`src/rtl/bus3do_pkg.sv`:
```
// bus3do_pkg: shared constants and types for the 3DO Wishbone fabric.
package bus3do_pkg;

  localparam logic [31:0] MADAM_BASE     = 32'h0330_0000;
  localparam logic [31:0] CLIO_BASE      = 32'h0340_0000;
  localparam logic [31:0] REGION_MASK    = 32'hFFFF_0000;
  localparam logic [31:0] DEAD_DATA_DFLT = 32'hBADA_CCE5;

  typedef enum logic [1:0] {
    TGT_MEM,
    TGT_MADAM,
    TGT_CLIO
  } tgt_e;

  typedef enum logic [2:0] {
    ST_IDLE,
    ST_REG_STB,
    ST_REG_WAIT,
    ST_MEM,
    ST_ACK,
    ST_DRAIN
  } state_e;

endpackage

```
`src/rtl/bus3do_addr_decode.sv`:
```
// bus3do_addr_decode: maps a byte address to its fabric target.
// Purely combinational so the DMA master can reuse it.
module bus3do_addr_decode
  import bus3do_pkg::*;
(
  input  logic [31:0] adr,
  output tgt_e        tgt
);

  // 64 KiB register windows; anything outside them is external memory
  always_comb begin
    tgt = TGT_MEM;
    if ((adr & REGION_MASK) == MADAM_BASE)     tgt = TGT_MADAM;
    else if ((adr & REGION_MASK) == CLIO_BASE) tgt = TGT_CLIO;
  end

endmodule

```
`src/rtl/bus3do_fabric.sv`:
```
// bus3do_fabric: Wishbone classic slave fabric behind the ARM core.
// Routes each cycle to MADAM, CLIO or the external memory port and returns
// exactly one ack per accepted, non-aborted cycle.
// Optional: define BUS3DO_TIMEOUT_EN to enable memory bus-timeout reporting.
module bus3do_fabric
  import bus3do_pkg::*;
#(
  parameter int          REG_WAIT  = 1,
  parameter int          TIMEOUT   = 255,
  parameter logic [31:0] DEAD_DATA = DEAD_DATA_DFLT
) (
  input  logic        sys_clk,
  input  logic        reset_n,
  input  logic        i_wb_cyc,
  input  logic        i_wb_stb,
  input  logic        i_wb_we,
  input  logic [31:0] i_wb_adr,
  input  logic [31:0] i_wb_dat,
  input  logic [3:0]  i_wb_sel,
  output logic        o_wb_ack,
  output logic [31:0] o_wb_dat,
  output logic        o_madam_rd,
  output logic        o_madam_wr,
  output logic        o_clio_rd,
  output logic        o_clio_wr,
  output logic [31:0] o_reg_adr,
  output logic [31:0] o_reg_dat,
  input  logic [31:0] i_madam_dout,
  input  logic [31:0] i_clio_dout,
  output logic        o_mem_req,
  output logic        o_mem_we,
  output logic [31:0] o_mem_adr,
  output logic [31:0] o_mem_dat,
  output logic [3:0]  o_mem_sel,
  input  logic        i_mem_ack,
  input  logic [31:0] i_mem_dat,
  output logic        o_bus_err,
  output logic [31:0] o_err_adr
);

  state_e      state, state_nxt;
  tgt_e        dec_tgt, tgt_q;
  logic        we_q, aborted;
  logic [31:0] adr_q, dat_q;
  logic [3:0]  sel_q, wait_cnt;
  logic        accept, reg_busy, mem_busy, timeout;
  logic        rsp_load;
  logic [31:0] rsp_dat;

  bus3do_addr_decode u_dec (
    .adr (i_wb_adr),
    .tgt (dec_tgt)
  );

  assign accept   = (state == ST_IDLE) && i_wb_cyc && i_wb_stb;
  assign reg_busy = (state == ST_REG_STB) || (state == ST_REG_WAIT);
  assign mem_busy = (state == ST_MEM) || (state == ST_DRAIN);

`ifdef BUS3DO_TIMEOUT_EN
  logic [15:0] to_cnt;

  // ack arriving on the last allowed cycle takes priority over the timeout
  assign timeout = mem_busy && !i_mem_ack && (to_cnt == 16'(TIMEOUT - 1));

  // cycles spent waiting on memory; DRAIN keeps counting so it can give up too
  always_ff @(posedge sys_clk or negedge reset_n) begin
    if (!reset_n)      to_cnt <= '0;
    else if (mem_busy) to_cnt <= to_cnt + 16'd1;
    else               to_cnt <= '0;
  end

  // error pulse lines up with the ack of the timed-out cycle; drain timeouts stay silent
  always_ff @(posedge sys_clk or negedge reset_n) begin
    if (!reset_n) begin
      o_bus_err <= 1'b0;
      o_err_adr <= '0;
    end else begin
      o_bus_err <= (state == ST_MEM) && i_wb_cyc && timeout;
      if ((state == ST_MEM) && i_wb_cyc && timeout) o_err_adr <= adr_q;
    end
  end
`else
  assign timeout   = 1'b0;
  assign o_bus_err = 1'b0;
  assign o_err_adr = '0;
`endif

  // state register
  always_ff @(posedge sys_clk or negedge reset_n) begin
    if (!reset_n) state <= ST_IDLE;
    else          state <= state_nxt;
  end

  // next state and read-data capture select
  always_comb begin
    state_nxt = state;
    rsp_load  = 1'b0;
    rsp_dat   = '0;
    case (state)
      ST_IDLE:
        if (accept) state_nxt = (dec_tgt == TGT_MEM) ? ST_MEM : ST_REG_STB;
      ST_REG_STB:
        state_nxt = ST_REG_WAIT;
      ST_REG_WAIT:
        if (wait_cnt == '0) begin
          if (aborted || !i_wb_cyc) begin
            state_nxt = ST_IDLE;
          end else begin
            state_nxt = ST_ACK;
            rsp_load  = 1'b1;
            rsp_dat   = we_q ? '0 : ((tgt_q == TGT_MADAM) ? i_madam_dout : i_clio_dout);
          end
        end
      ST_MEM:
        if (i_mem_ack) begin
          state_nxt = i_wb_cyc ? ST_ACK : ST_IDLE;
          rsp_load  = i_wb_cyc && !we_q;
          rsp_dat   = i_mem_dat;
        end else if (timeout) begin
          state_nxt = i_wb_cyc ? ST_ACK : ST_IDLE;
          rsp_load  = i_wb_cyc && !we_q;
          rsp_dat   = DEAD_DATA;
        end else if (!i_wb_cyc) begin
          state_nxt = ST_DRAIN;
        end
      ST_DRAIN:
        if (i_mem_ack || timeout) state_nxt = ST_IDLE;
      ST_ACK:
        state_nxt = ST_IDLE;
      default:
        state_nxt = ST_IDLE;
    endcase
  end

  // request latch; held until the next accept. Abort flag lets a register
  // access finish internally without acking.
  always_ff @(posedge sys_clk or negedge reset_n) begin
    if (!reset_n) begin
      adr_q   <= '0;
      dat_q   <= '0;
      sel_q   <= '0;
      we_q    <= 1'b0;
      tgt_q   <= TGT_MEM;
      aborted <= 1'b0;
    end else if (accept) begin
      adr_q   <= i_wb_adr;
      dat_q   <= i_wb_dat;
      sel_q   <= i_wb_sel;
      we_q    <= i_wb_we;
      tgt_q   <= dec_tgt;
      aborted <= 1'b0;
    end else if (reg_busy && !i_wb_cyc) begin
      aborted <= 1'b1;
    end
  end

  // register wait counter, loaded on the strobe cycle
  always_ff @(posedge sys_clk or negedge reset_n) begin
    if (!reset_n)                                     wait_cnt <= '0;
    else if (state == ST_REG_STB)                     wait_cnt <= 4'(REG_WAIT);
    else if ((state == ST_REG_WAIT) && (wait_cnt != '0)) wait_cnt <= wait_cnt - 4'd1;
  end

  // read data register; holds between acks
  always_ff @(posedge sys_clk or negedge reset_n) begin
    if (!reset_n)      o_wb_dat <= '0;
    else if (rsp_load) o_wb_dat <= rsp_dat;
  end

  assign o_wb_ack   = (state == ST_ACK);
  assign o_madam_rd = (state == ST_REG_STB) && (tgt_q == TGT_MADAM) && !we_q;
  assign o_madam_wr = (state == ST_REG_STB) && (tgt_q == TGT_MADAM) &&  we_q;
  assign o_clio_rd  = (state == ST_REG_STB) && (tgt_q == TGT_CLIO)  && !we_q;
  assign o_clio_wr  = (state == ST_REG_STB) && (tgt_q == TGT_CLIO)  &&  we_q;
  assign o_reg_adr  = adr_q;
  assign o_reg_dat  = dat_q;
  assign o_mem_req  = mem_busy;
  assign o_mem_we   = we_q;
  assign o_mem_adr  = adr_q;
  assign o_mem_dat  = dat_q;
  assign o_mem_sel  = sel_q;

endmodule

```
`config.mk`:
```
export PLATFORM = sky130hd
export DESIGN_NAME = bus3do_fabric
export DESIGN_NICKNAME = d
export VERILOG_FILES = /design/src/rtl/bus3do_pkg.sv /design/src/rtl/bus3do_addr_decode.sv /design/src/rtl/bus3do_fabric.sv
export SDC_FILE = /design/constraint.sdc
export NUM_CORES = 1
export LEC_CHECK = 0
export ABC_AREA = 0
export BUFFER_PORTS_ARGS = -buffer_cell sky130_fd_sc_hd__buf_2
export CAP_MARGIN = 40
export CORE_AREA = 2 2 146 148
export CTS_CLUSTER_SIZE = 8
export DETAILED_ROUTE_END_ITERATION = 6
export DIE_AREA = 0 0 148 150
export PLACE_DENSITY = 0.62
export SETUP_SLACK_MARGIN = 0.1
export SYNTH_ARGS = -nofsm -noshare
export SYNTH_HDL_FRONTEND = slang
export SYNTH_HIERARCHICAL = 1
export SYNTH_SLANG_ARGS = --single-unit
```
`constraint.sdc`:
```
create_clock -name sys_clk -period 2 [get_ports sys_clk]
set_input_delay 0.4 -clock sys_clk [delete_from_list [all_inputs] [get_ports sys_clk]]
set_output_delay 0.4 -clock sys_clk [all_outputs]
set_load 0.02 [all_outputs]
```
==> metrics.yaml <==
status: "finished, violations left"
violations: "negative setup slack"
clkSlewWorstSetupHoldPaths_ns: 0.08
io_buffers: 340
grt_pass1_vias: 4387
fin_ws_ns: -0.0171
die_area_um2: 22200
synth-xor-area-share: 0.00445
drtIter0Drc: 202
r2r-end: "o_wb_dat[0]"
final_common_cell: "buf_2"
fp.dieW_um: 148
synth_simple_gate_area_share: 0.0709
final_max_slew_viol_count: 0
syn_to_final_growth_pct: 47.0
synth_compound_area_frac: 0.111
setup_violations: 16
drive_above_1_share: 0.655
io_pins: 374
hp-class: "input port to flip-flop"
dpl.hpwl_um: 11800
num_rows: 53
p_leak_nw: 4.53
finalWeightedCongestion: 0.775
rrSetupSlack_ns: -0.02
ir_worst_vdd_mv: 0.691
arrival_ns: 2.29
path_class: "flip-flop to flip-flop"
cts_tree: "built"
mostFrequentLayoutCells: "buf_2 (334), dfrtp_1 (111), mux2_4 (54), buf_4 (44), nor2_1 (40)"
rsz0062_at_grt: "true"
clk_latency_ns: 0.35
setup.worst_path.start: "wait_cnt[0]"
synth_top_family_by_area: "multiplexers"
cts.sinks: 111
yosysSeqAreaShare: 0.471
grt_util_all_layers: 0.132
die_h_um: 150
clock.fmax_mhz: 496
clock_path_buffers: 2
synth_area_um2: 5900
synth-adder-area-share: 0.00212
synth_largest_area_cell: "dfrtp_1"
grt_pass1_wl_um: 22900
fin_nets: 1001
start_util: 0.285
ys_types: 38
synth_ff_type: "dfrtp_1"
cts_buffers: 9
overflow: 0
yosys-mux-area-fraction: 0.190
core_area_um2: 20700
first_pass_iters: 4
dpl_cell_area_um2: 7590
synth_seq_cells: 111
drc: 0
htreeDepth: 3
finalCritPeriodShare: 1.01
end_kind: "flip-flop"
fin_util: 0.419
timing.hold.ws_ns: 0.270
cp-endpoint: "o_wb_dat[0]"
synthTopCellsByArea: "dfrtp_1 (47%), mux2_2 (14%), buf_4 (12%), mux2i_1 (5.4%), a2bb2oi_1 (4.8%)"
clockRootBuffer: "clkbuf_16"
vias: 4876
avgViaCountPerCell: 4.39
post-synth-top-area-fraction: 0.471
fin_area_um2: 8670
finalHoldViolCount: 0
ant_nets: 0
diodes: 0
synth_edf_count: 0
worstPathRequired_ns: 2.27
rr_worst_depth: 7
maxCapViolations: 0
async_reset_ff_frac: 1.00
grt_max_degree: 55
wl_per_cell_um: 15.2
cp-start-kind: "flip-flop"
cellPowerDensity_nw_per_um2: 1550
crit_fanout: 5
antenna_found_initial: 1
worstReg2RegStart: "wait_cnt[0]"
synth.avg_cell_area_um2: 11.7
wl_um: 16800
ys_warn_count: 6
post-route-min-period_ns: 2.02
finalClockSkew_ns: 0.0109
syn-instance-count: 504
-- registers in the layout, summed over array words and instances (netlist names) --
name	flops
o_mem_adr	32
o_mem_dat	32
o_wb_dat	32
o_mem_sel	4
wait_cnt	4
state	3
tgt_q	2
aborted	1
o_mem_we	1
-- worst max-delay path, cell delays in order, from the launching register on --
cell and delay, ns:
dfrtp_1 0.40, inv_2 0.09, ha_4 0.13, or3b_4 0.40, or3_4 0.45, clkbuf_16 0.19
a2bb2oi_1 0.14, a21oi_1 0.15
-- cell families after synthesis --
family	Yosys count
other	1
xor gates and xnor gates	3
buffers and inverters	130
muxes	103
AOI/OAI and AO/OA	78
adders and majority gates	1
and+or+nand+nor	77
DFF	111
-- through the flow --
stage                     instances  worst slack (ns)  power, W   TNS, ns
after global routing           1110           -0.0864    0.0142     -1.85
final                          1110           -0.0171    0.0134    -0.111
after detailed placement       1059           -0.0805    0.0106     -1.46
after global placement         1059           -0.0357    0.0106    -0.791
after floorplan                 536           -0.0262   0.00909    -0.785
after CTS                      1086          -0.00326    0.0128  -0.00326
-- worst min path at each step --
stage	from	endpoint	slack, ns	cells after the start
2_1_floorplan	reset_n	aborted	0.10	0
3_3_place_gp	reset_n	o_mem_dat[3]	0.26	1
3_5_place_dp	reset_n	o_mem_dat[3]	0.25	1
4_1_cts	i_wb_adr[13]	o_mem_adr[13]	0.25	2
5_1_grt	i_wb_dat[14]	o_mem_dat[14]	0.25	2
6_report	i_wb_adr[14]	o_mem_adr[14]	0.27	2
-- timing repair --
action	CTS	global route
cloned	0	9
hold buffers	1	0
endpoints found under the hold margin	9	0
endpoints found under the setup margin	37	70
buffers inserted	10	15
pin swaps	7	14
gates resized for setup	18	75
-- cells in the mapped netlist (4+ instances only) --
| master | instances |
|---|---|
| clkbuf_1 | 16 |
| mux2_2 | 71 |
| nand3_1 | 4 |
| a21oi_1 | 8 |
| nand2_1 | 6 |
| a21oi_2 | 30 |
| buf_2 | 8 |
| nor2_1 | 40 |
| nor3_1 | 5 |
| inv_1 | 5 |
| mux2i_1 | 32 |
| dfrtp_1 | 111 |
| buf_4 | 97 |
| a2bb2oi_1 | 32 |
-- area by class of cell --
| class | instances | area (um2) |
|---|---|---|
| Fill cell | 1990 | 12000 |
| Sequential cell | 111 | 2780 |
| Multi-Input combinational cell | 295 | 2650 |
| Timing Repair Buffer | 408 | 2550 |
| Tap cell | 275 | 344 |
| Clock buffer | 10 | 239 |
| Clock inverter | 6 | 83.8 |
| Inverter | 5 | 21.3 |
-- layer usage --
| metal | global-route usage | vias up | part of all wire |
|---|---|---|---|
| met4 | 0.0500 | 2 | 0.013 |
| met1 | 0.152 | 2341 | 0.41 |
| li1 | - | 2299 | - |
| met2 | 0.242 | 221 | 0.52 |
| met3 | 0.0238 | 13 | 0.057 |
| met5 | 0 | - | 0.00077 |
-- where the power goes --
part	internal, W	switching (W)	leakage, nW
Sequential	0.00337	0.000776	1.33
Clock	0.00104	0.000899	0.159
Combinational	0.00319	0.00417	3.04
No activity file was read; power rests on OpenSTA's default activity.
